--- src/rtl/ant_pkg.sv ---
// Shared move encodings, FSM state enum and turn helpers for the ant pilot.
// Used by the top-level pilot and the loop tracker.
package ant_pkg;

  typedef enum logic [1:0] {
    STAY    = 2'b00,
    FORWARD = 2'b01,
    TURN_L  = 2'b10,
    TURN_R  = 2'b11
  } move_e;

  typedef enum logic [2:0] {
    IDLE   = 3'd0,
    DECIDE = 3'd1,
    FWD    = 3'd2,
    CHECK  = 3'd3,
    DONE   = 3'd4
  } state_e;

  // hand 0 follows the right wall, hand 1 follows the left wall
  function automatic move_e turn_toward(input logic hand);
    return hand ? TURN_L : TURN_R;
  endfunction

  function automatic move_e turn_away(input logic hand);
    return hand ? TURN_R : TURN_L;
  endfunction

endpackage

--- src/rtl/ant_loop_tracker.sv ---
// Pheromone epoch and revisit counter; swaps the follow hand after LOOP_LIMIT revisits.
// Updates on the edge that ends a successful CHECK; no backpressure.
module ant_loop_tracker
  import ant_pkg::*;
#(
  parameter int PH_WIDTH   = 4,
  parameter int START_HAND = 0,
  parameter int LOOP_LIMIT = 3,
  parameter int PHERO_EN   = 1
) (
  input  logic                clk,
  input  logic                rst,
  input  logic                check_stb_i,
  input  logic [PH_WIDTH-1:0] ph_detected_i,
  output logic [PH_WIDTH-1:0] epoch_o,
  output logic                hand_o
);

  logic [PH_WIDTH-1:0] epoch_q, epoch_d;
  logic [7:0]          loop_cnt_q, loop_cnt_d;
  logic                hand_q, hand_d;
  logic                revisit;

  assign revisit = (PHERO_EN != 0) && check_stb_i && (ph_detected_i == epoch_q);

  always_comb begin
    epoch_d    = epoch_q;
    loop_cnt_d = loop_cnt_q;
    hand_d     = hand_q;
    if (revisit) begin
      if (loop_cnt_q == 8'(LOOP_LIMIT - 1)) begin
        loop_cnt_d = '0;
        hand_d     = ~hand_q;
        // Epoch skips 0 so a dropped code is never confused with "no pheromone"
        epoch_d    = (epoch_q == {PH_WIDTH{1'b1}}) ? PH_WIDTH'(1) : epoch_q + PH_WIDTH'(1);
      end else begin
        loop_cnt_d = loop_cnt_q + 8'd1;
      end
    end
  end

  always_ff @(posedge clk) begin
    if (rst) begin
      epoch_q    <= PH_WIDTH'(1);
      loop_cnt_q <= '0;
      hand_q     <= 1'(START_HAND);
    end else begin
      epoch_q    <= epoch_d;
      loop_cnt_q <= loop_cnt_d;
      hand_q     <= hand_d;
    end
  end

  assign epoch_o = epoch_q;
  assign hand_o  = hand_q;

endmodule

--- src/rtl/ant_pilot.sv ---
// Wall-following maze pilot with pheromone loop escape; all outputs registered.
// One action per cycle, sensors consumed the cycle after each move; no backpressure.
module ant_pilot
  import ant_pkg::*;
#(
  parameter int PH_WIDTH   = 4,
  parameter int START_HAND = 0,
  parameter int LOOP_LIMIT = 3,
  parameter int PHERO_EN   = 1,
  parameter int STEP_W     = 16
) (
  input  logic                clk,
  input  logic                rst,
  input  logic                ant_r,
  input  logic                ant_l,
  input  logic                hit,
  input  logic                escape,
  input  logic [PH_WIDTH-1:0] ph_detected,
  output logic [1:0]          move,
  output logic [PH_WIDTH-1:0] ph_drop,
  output logic                done,
  output logic                hand,
  output logic [STEP_W-1:0]   steps
);

  state_e              state_q;
  move_e               move_q;
  logic [PH_WIDTH-1:0] drop_q;
  logic                done_q;
  logic                turned_q;
  logic [STEP_W-1:0]   steps_q;

  logic [PH_WIDTH-1:0] epoch;
  logic                hand_cur;
  logic                follow_wall;
  logic                check_stb;

  assign follow_wall = hand_cur ? ant_l : ant_r;
  assign check_stb   = (state_q == CHECK) && !hit && !escape;

  ant_loop_tracker #(
    .PH_WIDTH  (PH_WIDTH),
    .START_HAND(START_HAND),
    .LOOP_LIMIT(LOOP_LIMIT),
    .PHERO_EN  (PHERO_EN)
  ) u_loop_tracker (
    .clk          (clk),
    .rst          (rst),
    .check_stb_i  (check_stb),
    .ph_detected_i(ph_detected),
    .epoch_o      (epoch),
    .hand_o       (hand_cur)
  );

  always_ff @(posedge clk) begin
    if (rst) begin
      state_q  <= IDLE;
      move_q   <= STAY;
      drop_q   <= '0;
      done_q   <= 1'b0;
      turned_q <= 1'b0;
      steps_q  <= '0;
    end else begin
      drop_q <= '0;
      if (escape) begin
        state_q <= DONE;
        move_q  <= STAY;
        done_q  <= 1'b1;
      end else begin
        case (state_q)
          IDLE: begin
            state_q <= DECIDE;
            move_q  <= STAY;
          end
          DECIDE: begin
            // Only one speculative turn toward the open side per step
            if (!follow_wall && !turned_q) begin
              move_q   <= turn_toward(hand_cur);
              turned_q <= 1'b1;
              state_q  <= FWD;
            end else begin
              move_q  <= FORWARD;
              state_q <= CHECK;
            end
          end
          FWD: begin
            move_q  <= FORWARD;
            state_q <= CHECK;
          end
          CHECK: begin
            if (hit) begin
              move_q <= turn_away(hand_cur);
            end else begin
              move_q   <= STAY;
              turned_q <= 1'b0;
              drop_q   <= epoch;
              if (steps_q != {STEP_W{1'b1}}) steps_q <= steps_q + STEP_W'(1);
            end
            state_q <= DECIDE;
          end
          DONE: begin
            move_q <= STAY;
            done_q <= 1'b1;
          end
          default: begin
            state_q <= IDLE;
            move_q  <= STAY;
          end
        endcase
      end
    end
  end

  assign move    = move_q;
  assign ph_drop = (PHERO_EN != 0) ? drop_q : '0;
  assign done    = done_q;
  assign hand    = hand_cur;
  assign steps   = steps_q;

endmodule
--- config.mk ---
export PLATFORM = sky130hd
export DESIGN_NAME = ant_pilot
export DESIGN_NICKNAME = d
export VERILOG_FILES = /design/src/rtl/ant_pkg.sv /design/src/rtl/ant_loop_tracker.sv /design/src/rtl/ant_pilot.sv
export SDC_FILE = /design/constraint.sdc
export NUM_CORES = 1
export LEC_CHECK = 0
export CORE_MARGIN = 2
export CORE_UTILIZATION = 52
export DETAILED_ROUTE_END_ITERATION = 16
export HOLD_SLACK_MARGIN = 0.15
export PLACE_DENSITY = 0.79
export SLEW_MARGIN = 20
export SYNTH_ARGS = -nofsm -noshare
export SYNTH_HDL_FRONTEND = slang
export SYNTH_SLANG_ARGS = --single-unit
--- constraint.sdc ---
create_clock -name clk -period 2.5 [get_ports clk]
set_input_delay 0.75 -clock clk [delete_from_list [all_inputs] [get_ports clk]]
set_output_delay 0.75 -clock clk [all_outputs]
set_load 0.05 [all_outputs]
=== Word-level counts from Yosys, hierarchy flattened ===
Index checks and enable logic that the tools add are counted.
W data, S select, Z words.

* Latch bits: 0
* Memories: 0
* Bits in writable memories: 0
* Output and inout port bits: 24
* Word-level logic and storage cells: 61
* Input port bits: 10
* ROM bits: 0
* Register bits after elaboration: 40

* Reduce and logical (&&, ||, !) cells: 17
* Div/mod/pow operators: 0
* Bitwise operators: 4
* $add $sub $neg: 3
* $mul: 0
* Shift-type cells: 0
* $lt $le $gt $ge: 0
* Equal/unequal tests: 11
* Multiplexer cells: 16

{| class="wikitable"
|+ Operators by type and width
! cell !! count
|-
| $add A16 B1 Y16 const B || 1
|-
| $ne A16 B16 Y1 const B || 1
|-
| $pmux W3 S4 || 1
|-
| $add A8 B1 Y8 const B || 1
|-
| $eq A8 B2 Y1 const B || 1
|-
| $mux W1 || 8
|-
| $mux W8 || 1
|-
| $reduce_and A4 Y1 || 2
|-
| $eq A3 B2 Y1 const B || 2
|-
| $ne A2 B2 Y1 const B || 3
|-
| $pmux W2 S3 || 1
|-
| $add A4 B1 Y4 const B || 1
|-
| $eq A4 B4 Y1 || 1
|-
| $eq A4 B4 Y1 const B || 1
|-
| $logic_and A1 B1 Y1 || 4
|-
| $logic_not A1 Y1 || 4
|-
| $mux W2 || 2
|-
| $mux W4 || 1
|-
| $not A1 Y1 || 4
|-
| $reduce_bool A2 Y1 || 2
|-
| $reduce_or A2 Y1 || 2
|-
| $reduce_or A4 Y1 || 1
|-
| $eq A3 B1 Y1 const B || 1
|-
| $eq A3 B3 Y1 const B || 1
|-
| other kinds (4) || 4
|}

=== Longest topological paths before layout ===
Gate-level depths: netlist (run 1).

* Word-level depth: 6
* Gate-level depth with buffers: 6
* Mapped depth without buffers: 6

=== Modules after synthesis ===
Synthesis (run 1) repeated with hierarchy kept, for this count alone.

* Cells, all modules: 229
* Area, all modules: 2004.4 um^2

{| class="wikitable"
|+ Modules (own cells, without submodules)
! module !! sequential area each (um^2) !! area each (um^2) !! cells an instance !! times used
|-
| ant_pilot || 540.5 || 1275.0 || 143 || 1
|-
| ant_loop_tracker || 260.2 || 729.4 || 86 || 1
|}

=== Least setup slack after synthesis (run 1) ===
No wires, ideal clock.

* Path kind: reg2reg
* From: register steps_q[0] (netlist: steps[0])
* To: register steps_q[10] (netlist: steps[10])
* Stages on the path, launching flop included: 7
* Setup slack: 214 ps
* Setup time: 121 ps
* Buffers on the path: 1
* Required time: 2379 ps
* Period minus slack after synthesis: 2286 ps
* Arrival time: 2165 ps
* Path through: dfxtp_1 > ha_1 > nand3_1 > or3_1 > buf_2 > nor4_1 > mux2_2

* Cells in the longest elaborated chain, start to end: 2
* Elaborated cells between the ends (all ways): 3
* Classes of those cells: add/sub: 1; eq/ne: 1; reduce/logical: 1

{| class="wikitable"
|+ Ends and longest elaborated chain
! what !! line !! RTL
|-
| start, declared || ant_pilot.sv:31 || <nowiki>logic [STEP_W-1:0] steps_q;</nowiki>
|-
| start signal, assigned || ant_pilot.sv:97 || <nowiki>if (steps_q != {STEP_W{1'b1}}) steps_q <= steps_q + STEP_W'(1);</nowiki>
|-
| branches (longest 2 deep; another with $add A16 B1 Y16) || -- ||
|}

Parallel ways; which one is timed is not known.
A chain may end at the register's enable or synchronous reset.

=== Worst setup path in the final report (run 1) ===
* From: register steps_q[12] (netlist: steps[12])
* To: output steps[12]

{| class="wikitable"
|+ RTL lines
! what !! line !! RTL
|-
| end, declared || ant_pilot.sv:23 || <nowiki>output logic [STEP_W-1:0] steps</nowiki>
|}

No word-level cell between the ends.

==> results.ini, run 1 <==
[finish]
drive_gt1_share_pct = 10.8
fin_nets = 282
area_growth_pct = 31.2
finalInstanceArea_um2 = 2510
stdcell_count = 317
n_antenna_cell = 0
fillers = 295

[pwr]
power_frac_comb_pct = 5.2
p_seq_share_pct = 50.1
swShare_pct = 20.5
finalPower_mw = 1.29
peakVddDrop_mv = 0.357
p_clk_share_pct = 44.6
p_leak_nw = 0.830
p_switching_uw = 265
powerDensity_nw_per_um2 = 514
p_int_mw = 1.03

[sta]
worstMarginPinSlew_ns = 0.733
min_period_over_period_pct = 95.0
fin_ws_ns = 0.124
period_minus_slack_ns = 2.38
setup_viol = 0
holdWs_ns = 0.470
slew_headroom_pct = 50.8
finalMaxSlewViolations = 0
rsz0062_at_grt = false
clock-skew-final_ns = 0.00436
fmax_mhz = 421
finalHoldViolCount = 0

[worst_setup_path]
end_kind = output port
cp_max_fo = 7
path_cells = clkdlybuf4s50_1
rr_startpoint = steps[0]
r2r_slack_ns = 0.54
r2r_cells = 5
path_class = reg2out
slowest_stage = clkdlybuf4s50_1
reg2reg_to = steps[10]
path_delay_family = buffers and inverters
crit_required_ns = 1.75
max_stage_delay_ns = 0.86
crit_arrival_ns = 1.63
critPathLaunchType = register
path_buf_inv = 1

[detailed_routing]
remaining_drc_errors = 0
vias = 1905
first_pass_iters = 5
wl_per_cell_um = 14.3
wirelength_um = 4540
vias_per_cell = 6.01
drt_iter0_drc = 133
ant_nets = 0

[hold_path]
min_from = done
hold_path.class = reg2reg
holdPathEnd = done
whs_path_depth = 1

[yosys]
synth.avg_cell_area_um2 = 8.63
synth-main-ff-cell = dfxtp_1
synth_cell_types = 40
synth.most_common_cell = dfxtp_1
syn_area_um2 = 1920
syn_nets = 236
async_reset_ff_share_pct = 0
yosysTopAreaCell = dfxtp_1
ys_top_cells_by_count = dfxtp_1 (40), a21oi_1 (25), o31ai_1 (15), or4_1 (14), nand2_1 (13)
synth_warnings = 0
synth.yosys.seq_area_share_pct = 41.8
synth_edf_count = 0
netlist_instances = 222
synth_area_leaders = dfxtp_1 (42%), a21oi_1 (6.5%), o31ai_1 (5.9%)
ys_ff_latch = 40
synth_top_area_share_pct = 41.8

[floorplanning]
die_h_um = 64.7
dieArea_um2 = 4190
num_rows = 22
io_pins = 34
core_area_um2 = 3610
initial_utilization_pct = 53.1
die_width_um = 64.7

[clocking]
cts.sinks = 40
cts_buffers = 5
clockBufferDepth = 2
clock_latency_ns = 0.29
clkTransAtPathRegs_ns = 0.08
post_cts_buffers = 0
ctsHoldBuffers = 0
cts_tree = built
cts_root_buffer = clkbuf_8
cts_resized = 0
htree_num_levels = 2

[placed_design]
routabilityCongestion = 0.826
place_ws_ns = -0.0838
hpwl_um = 3160
place_inst = 309
port-buffer-count = 33
place_area_um2 = 2390

[flow_run]
max-cap-violations = 0

[status]
status = finished, final reports clean

[global_route]
grt_start_max_net_pins = 22
grtUsageTotal_pct = 23.9
grt_pass1_vias = 1715
grt_pass1_wl_um = 7870
globalRouteOverflowTotal = 0
antenna_found_initial = 0

## power by group through the flow
stage	clock network (mW)	registers (mW)	logic [mW]
after global routing	0.624	0.648	0.0726
final	0.576	0.647	0.0676
after global placement	0	0.662	0.0670
after CTS	0.583	0.647	0.0679
after detailed placement	0	0.662	0.0677
after floorplan	0	0.668	0.0262
## worst max path at each step
stage	from	end	slack, ns	depth (start not counted)
2_1_floorplan	steps[0]	steps[10]	0.21	6
3_3_place_gp	escape	steps[15]	-0.05	5
3_5_place_dp	escape	steps[10]	-0.08	5
4_1_cts	steps[8]	steps[8]	0.14	1
5_1_grt	steps[4]	steps[4]	0.08	1
6_report	steps[12]	steps[12]	0.12	1
## cell type report
class | instances | area, µm² | area share, %
Multi-Input combinational cell | 164 | 1040 | 41.6
Inverter | 8 | 30.0 | 1.20
Sequential cell | 40 | 801 | 31.9
Clock buffer | 7 | 96.3 | 3.83
Tap cell | 48 | 60.1 | 2.39
Timing Repair Buffer | 49 | 450 | 17.9
Clock inverter | 1 | 30.0 | 1.20
## per-layer routing
layer / up-vias / share of wire, % / global-route usage [%]
li1: 945 / - / -
met1: 899 / 47 / 30.6
met2: 52 / 47 / 38.0
met3: 9 / 5.4 / 6.77
met4: 0 / 1.4 / 9.31
met5: - / 0 / 0
## cells in the final DEF (no fill, tap or decap), types with 4 or more instances in the layout
master / count
a21oi_1: 25
and3_1: 5
buf_4: 16
clkbuf_8: 7
clkdlybuf4s50_1: 33
dfxtp_1: 40
ha_1: 4
inv_1: 8
nand2_1: 13
nand3_1: 6
nand4_1: 10
nor2_1: 11
nor3_1: 10
o21ai_0: 8
o31ai_1: 15
or3_1: 5
or4_1: 14
xnor2_1: 5
## stage by stage
stage | setup TNS [ns] | utilization, %
2_1_floorplan | 0 | -
3_3_place_gp | -0.178 | 66.2
3_5_place_dp | -0.557 | 66.2
4_1_cts | 0 | 69.7
5_1_grt | 0 | 69.7
6_report | 0 | 69.7
## cell families (layout without fill, tap and decap cells)
family	count (synthesis)	count (layout)	share of synthesized area [%]
xor gates and xnor gates	5	5	2.29
adders and majority gates	4	4	2.61
DFF	40	40	41.8
buffers and inverters	18	65	3.66
muxes	3	3	1.70
AOI/OAI and AO/OA	62	62	20.4
and+or+nand+nor	90	90	27.5
## flip-flops by register name, indices dropped and copies added (netlist names)
name,cells
steps,16
done,1
turned_q,1
ph_drop,4
state_q,3
u_loop_tracker.hand_o,1
move,2
u_loop_tracker.loop_cnt_q,8
u_loop_tracker.epoch_o,4
No activity file was read; power rests on OpenSTA's default activity.
==> run 2: changes to the inputs <==
--- a/config.mk
+++ b/config.mk
@@ -10,6 +10,7 @@
 export DETAILED_ROUTE_END_ITERATION = 16
 export HOLD_SLACK_MARGIN = 0.15
 export PLACE_DENSITY = 0.79
+export SETUP_SLACK_MARGIN = 0.05
 export SLEW_MARGIN = 20
 export SYNTH_ARGS = -nofsm -noshare
 export SYNTH_HDL_FRONTEND = slang
==> results of run 2 <==
Same layout as run 1: the final DEF is identical, and so are final timing and power.
==> patch 1, RTL diff (flow settings as in run 1) <==
`PH_WIDTH` is set to 4 in 2 places; all go to 6.
--- a/src/rtl/ant_loop_tracker.sv
+++ b/src/rtl/ant_loop_tracker.sv
@@ -3,7 +3,7 @@
 module ant_loop_tracker
   import ant_pkg::*;
 #(
-  parameter int PH_WIDTH   = 4,
+  parameter int PH_WIDTH   = 6,
   parameter int START_HAND = 0,
   parameter int LOOP_LIMIT = 3,
   parameter int PHERO_EN   = 1
--- a/src/rtl/ant_pilot.sv
+++ b/src/rtl/ant_pilot.sv
@@ -3,7 +3,7 @@
 module ant_pilot
   import ant_pkg::*;
 #(
-  parameter int PH_WIDTH   = 4,
+  parameter int PH_WIDTH   = 6,
   parameter int START_HAND = 0,
   parameter int LOOP_LIMIT = 3,
   parameter int PHERO_EN   = 1,
Interface: changed (resized ph_detected and ph_drop); port bits go from 34 to 38. The function was not compared with the original's and may differ.
==> patch 1 against run 1 <==
Design area is 12% higher; final cell count is 6.9% higher; worst setup slack worse by 0.072 ns; register-to-register slack got worse by 0.49 ns; wire length increased by 3.6%; total power increased by 18%; sequential cell count up 4; count of clock-buffer cells in the layout down 2; synthesized area grew 7.8%.
==> patch 1: results (changes against run 1) <==
** Worst setup path
- WP data arrival :: 2.69 ns (+1.06 ns)
- The biggest fanout along the worst timing path was 5 (-2).
- FF-to-FF Start :: steps[3]
- Critical path's largest stage delay :: 0.82 ns (-0.04 ns)
- Destination of the worst register-to-register timing path :: steps[2]
- Worst R2R Setup Slack :: 0.05 ns (-0.49 ns)
- On the critical path, the stage with the largest delay is an instance of sky130_fd_sc_hd__nor4_1.
- Worst reg-to-reg path cell count :: 7 (+2)
- The cell family contributing the most delay on the critical path is simple AND/OR/NAND/NOR gates.

** Cells and area
- Fraction of final layout cells with drive strength greater than 1 :: 14.1% (+3.3 points)
- Final-stage net count :: 306 (+8.5%)
- The antenna diode count came to 0 (unchanged).
- Final-layout fill cell count :: 275 (-6.8%)

** STA
- Min cycle time layout :: 2.45 ns (+0.0722 ns)
- The worst clock skew was 0.00890 ns (+0.00454 ns).
- The actual transition at the worst max-transition pin is 0.884 ns (+0.151 ns).

** Logic synthesis
- Distinct cell type count of the synthesized netlist :: 43 (+7.5%)
- Leading cell types by count after synthesis :: sky130_fd_sc_hd__dfxtp_1 (44), sky130_fd_sc_hd__nor2_1 (32), sky130_fd_sc_hd__nand2_1 (18)
- Fraction of the yosys area taken by sequential cells :: 42.7% (+0.86 points)
- Ranked by total cell area, the synthesized netlist is headed by sky130_fd_sc_hd__dfxtp_1 (43%), sky130_fd_sc_hd__xnor2_1 (6.8%), sky130_fd_sc_hd__nor2_1 (5.8%).
- The number of nets produced by synthesis came to 250 (+5.9%).
- Top-area cell type share of the netlist area :: 42.7% (+0.86 points)
- The share of flip-flops with an asynchronous set or reset after synthesis is 0% (unchanged).

** GRT
- The number of global-route vias before repair came to 1697 (-1.0%).
- Total global-route track usage :: 22.6% (-1.2 points)
- First-pass GRT wire length :: 7550 um (-4.0%)
- Maximum number of pins on one net before global-route repair :: 27 (+23%)

** Place
- Detailed Place HPWL :: 3280 um (+3.8%)
- The weighted congestion reported at the end of routability-driven placement is 0.786 (-4.9%).
- Port-buffer cells :: 37 (+12%)
- Worst setup timing slack at the placement stage :: -0.395 ns (-0.311 ns)

** Power
- The leakage power is 0.000997 uW (+20%).
- Maximum vdd drop :: 0.414 mV (+16%)

** Drt
- The total iterations of the first detailed-routing run is 4 (-1).
- Mean routed wirelength per cell :: 13.9 um (-3.2%)
- The number of violations reported at the end of detailed-routing iteration 0 is 114 (-14%).
- Total number of vias :: 1874 (-1.6%)

** Outcome
- The flow ran to the end, and the final reports show no timing, DRC or antenna violations.

** Clock network
- Maximum root-to-sink buffer count :: 2 (unchanged)
- The count of instances resized after the clock tree is built is 4 (+4).
[patch 1: how the worst max path moves through the flow]
stage                         from                            to  cells after the start
after CTS                   escape                     steps[15]                      6
after global placement      escape                     steps[13]                      6
after global routing      steps[3]                      steps[2]                      7
final                     steps[3]                      steps[2]                      7
after floorplan             escape  u_loop_tracker.loop_cnt_q[5]                      7
after detailed placement    escape                     steps[11]                      7
[patch 1: kinds of logic after synthesis]
kind of cell	after synthesis	share of synthesized area, %
DFF	44	42.7
xor gates and xnor gates	23	9.76
buffers and inverters	15	3.21
and+or+nand+nor	110	28.4
adders and majority gates	4	2.42
muxes	6	2.97
AOI/OAI and AO/OA	32	10.5
[patch 1: where the power goes]
part	switching (uW)	internal, uW
Clock	242	499
Sequential	5.24	705
Combinational	37.9	36.2
Total	285	1240
[patch 1: per-layer routing]
| metal | vias up | routed length (um) | global-route usage (%) | part of all wire, % |
|---|---|---|---|---|
| met5 | - | 0 | 0 | 0 |
| met4 | 0 | 127 | 11.7 | 2.7 |
| met3 | 12 | 205 | 5.24 | 4.4 |
| met2 | 41 | 2200 | 36.9 | 47 |
| met1 | 869 | 2170 | 27.6 | 46 |
| li1 | 952 | - | - | - |
[patch 1: through the flow]
step	cell area [sq um]	hold WS (ns)	util, %	power [uW]	instances
detailed placement	2590	0.448	69.3	801	329
floorplan	2060	0.452	-	762	234
finish	2800	0.464	74.9	1530	339
CTS	2770	0.469	74.1	1540	337
global route	2800	0.498	74.9	1570	339
global placement	2590	0.445	69.3	800	329
[patch 1: final cells by class]
| class | instances | share of cell area [%] |
|---|---|---|
| clock inverter | 3 | 3.21 |
| multi-input combinational | 175 | 41.1 |
| timing repair buffer | 58 | 18.9 |
| tap | 48 | 2.14 |
| clock buffer | 5 | 2.45 |
| inverter | 6 | 0.803 |
| sequential | 44 | 31.4 |
==> patch 2, RTL diff (flow settings as in run 1) <==
Made on the original files. One comparison of `loop_cnt_q` changes from == to >=.
--- a/src/rtl/ant_loop_tracker.sv
+++ b/src/rtl/ant_loop_tracker.sv
@@ -28,7 +28,7 @@
     loop_cnt_d = loop_cnt_q;
     hand_d     = hand_q;
     if (revisit) begin
-      if (loop_cnt_q == 8'(LOOP_LIMIT - 1)) begin
+      if (loop_cnt_q >= 8'(LOOP_LIMIT - 1)) begin
         loop_cnt_d = '0;
         hand_d     = ~hand_q;
         // Epoch skips 0 so a dropped code is never confused with "no pheromone"
Behaviour: same outputs for any inputs over 10 cycles, from zero or initial values and one cycle with rst high; that may be too few to reach the edited logic, so the function may still have changed.
==> patch 2 against run 1 <==
Worst setup slack got worse by 0.013 ns; sequential cell count unchanged; synthesized area decreased by 4.1%; total power decreased by 22%; wire length decreased by 15%; die area decreased by 3.9%; worst hold slack got worse by 0.016 ns; register-to-register slack improved by 0.05 ns; synthesized cell count decreased by 8.6%; design area decreased by 6.8%; critical endpoint is now steps[3]; largest cell class unchanged; highest routed layer unchanged.
==> patch 2: results (changes against run 1) <==
** Logic synthesis
- Number of nets in the synthesized netlist :: 217 (-8.1%)
- Fraction of the yosys area taken by sequential cells :: 43.6% (+1.8 points)
- The post-synthesis cell type count came to 39 (-2.5%).
- Leading cell types by count after synthesis :: sky130_fd_sc_hd__dfxtp_1 (40), sky130_fd_sc_hd__nor2_1 (36), sky130_fd_sc_hd__xnor2_1 (12), sky130_fd_sc_hd__xor2_1 (12), sky130_fd_sc_hd__a21oi_1 (10)
- Synthesized area per cell :: 9.05 sq um (+4.9%)

** Clock network
- The root buffer cell chosen for the clock tree is sky130_fd_sc_hd__clkbuf_4.
- Clock latency of the later-clocked register in the worst-skew pair :: 0.34 ns (+0.05 ns)
- Clock-pin slew of the registers on the worst-case setup and hold paths :: 0.11 ns (+0.03 ns)

** Drt
- The total iterations of the first detailed-routing run was 4 (-1).
- The detailed-route vias per instance came to 5.40 (-10%).
- The number of violations reported at the end of detailed-routing iteration 0 came to 68 (-49%).

** Cells and area
- The fraction of layout instances using a drive strength above 1 came to 9.60% (-1.2 points).

** GRT
- The number of global-route vias before repair is 1506 (-12%).
- The global-route met1 utilization is 26.9% (-3.7 points).
- The pin count of the biggest net entering global routing came to 17 (-23%).
- The met3 track utilization from global routing came to 6.61% (-0.16 points).
- Total global-route track usage :: 21.2% (-2.7 points)
- First-pass GRT wire length :: 6760 um (-14%)
- Routing usage on met2 :: 33.6% (-4.5 points)

** Power
- Static power due to leakage :: 0.000859 uW (+3.5%)

** Hold path
- The instance count along the most critical hold path was 2 (+1).

** STA
- Slew margin rel. :: 61.1% (+10 points)

** Place
- The weighted congestion reported at the end of routability-driven placement was 0.828 (+0.18%).
- Detailed Place HPWL :: 2810 um (-11%)
- Placed cells :: 289 (-6.5%)

** Worst setup path
- Worst reg-to-reg path cell count :: 6 (+1)
- The critical path starts at steps[3].

** Outcome
- The flow ran to the end, and the final reports show no timing, DRC or antenna violations.
==> patch 2: path summary, 6_finish.rpt <==
kind              end  slack (ns)
max          steps[3]        0.11
min              done        0.45
max reg2reg  steps[3]        0.59
min reg2reg      done        0.45
==> patch 2: per-stage QoR <==
| stage | setup slack (ns) | TNS, ns | area, sq um |
|---|---|---|---|
| floorplan | 0.460 | 0 | 1840 |
| global placement | -0.0408 | -0.100 | 2300 |
| detailed placement | -0.120 | -0.352 | 2300 |
| CTS | 0.100 | 0 | 2340 |
| global route | 0.0276 | 0 | 2340 |
| finish | 0.111 | 0 | 2340 |
==> patch 2: area by class of cell <==
class	instances	area [sq um]
clock inverter	1	5.00
multi-input combinational	153	995
inverter	4	15.0
clock buffer	6	41.3
timing repair buffer	46	428
tap	46	57.6
fill	303	1020
sequential	40	801
==> patch 2: report_power, final <==
part	leakage [uW]	switching, uW	internal [uW]
clock	0.0000281	193	104
combinational	0.000508	30.9	29.6
sequential	0.000323	5.37	642
==> patch 2: kinds of logic (layout without fill, tap and decap cells) <==
group,Yosys count,in the layout,synth area share [%]
buffers and inverters,10,57,2.25
flip-flops,40,40,43.6
XOR/XNOR,24,24,11.4
AO/OA/AOI/OAI,22,22,7.08
adder cells (fa/ha/maj),4,4,2.72
multiplexers,1,1,0.545
AND/OR/NAND/NOR,102,102,32.4
==> patch 2: per-layer routing <==
layer	wire length (um)	part of all wire (%)
met5	0	0
met4	60	1.6
met3	220	5.7
met2	1730	45
met1	1830	48
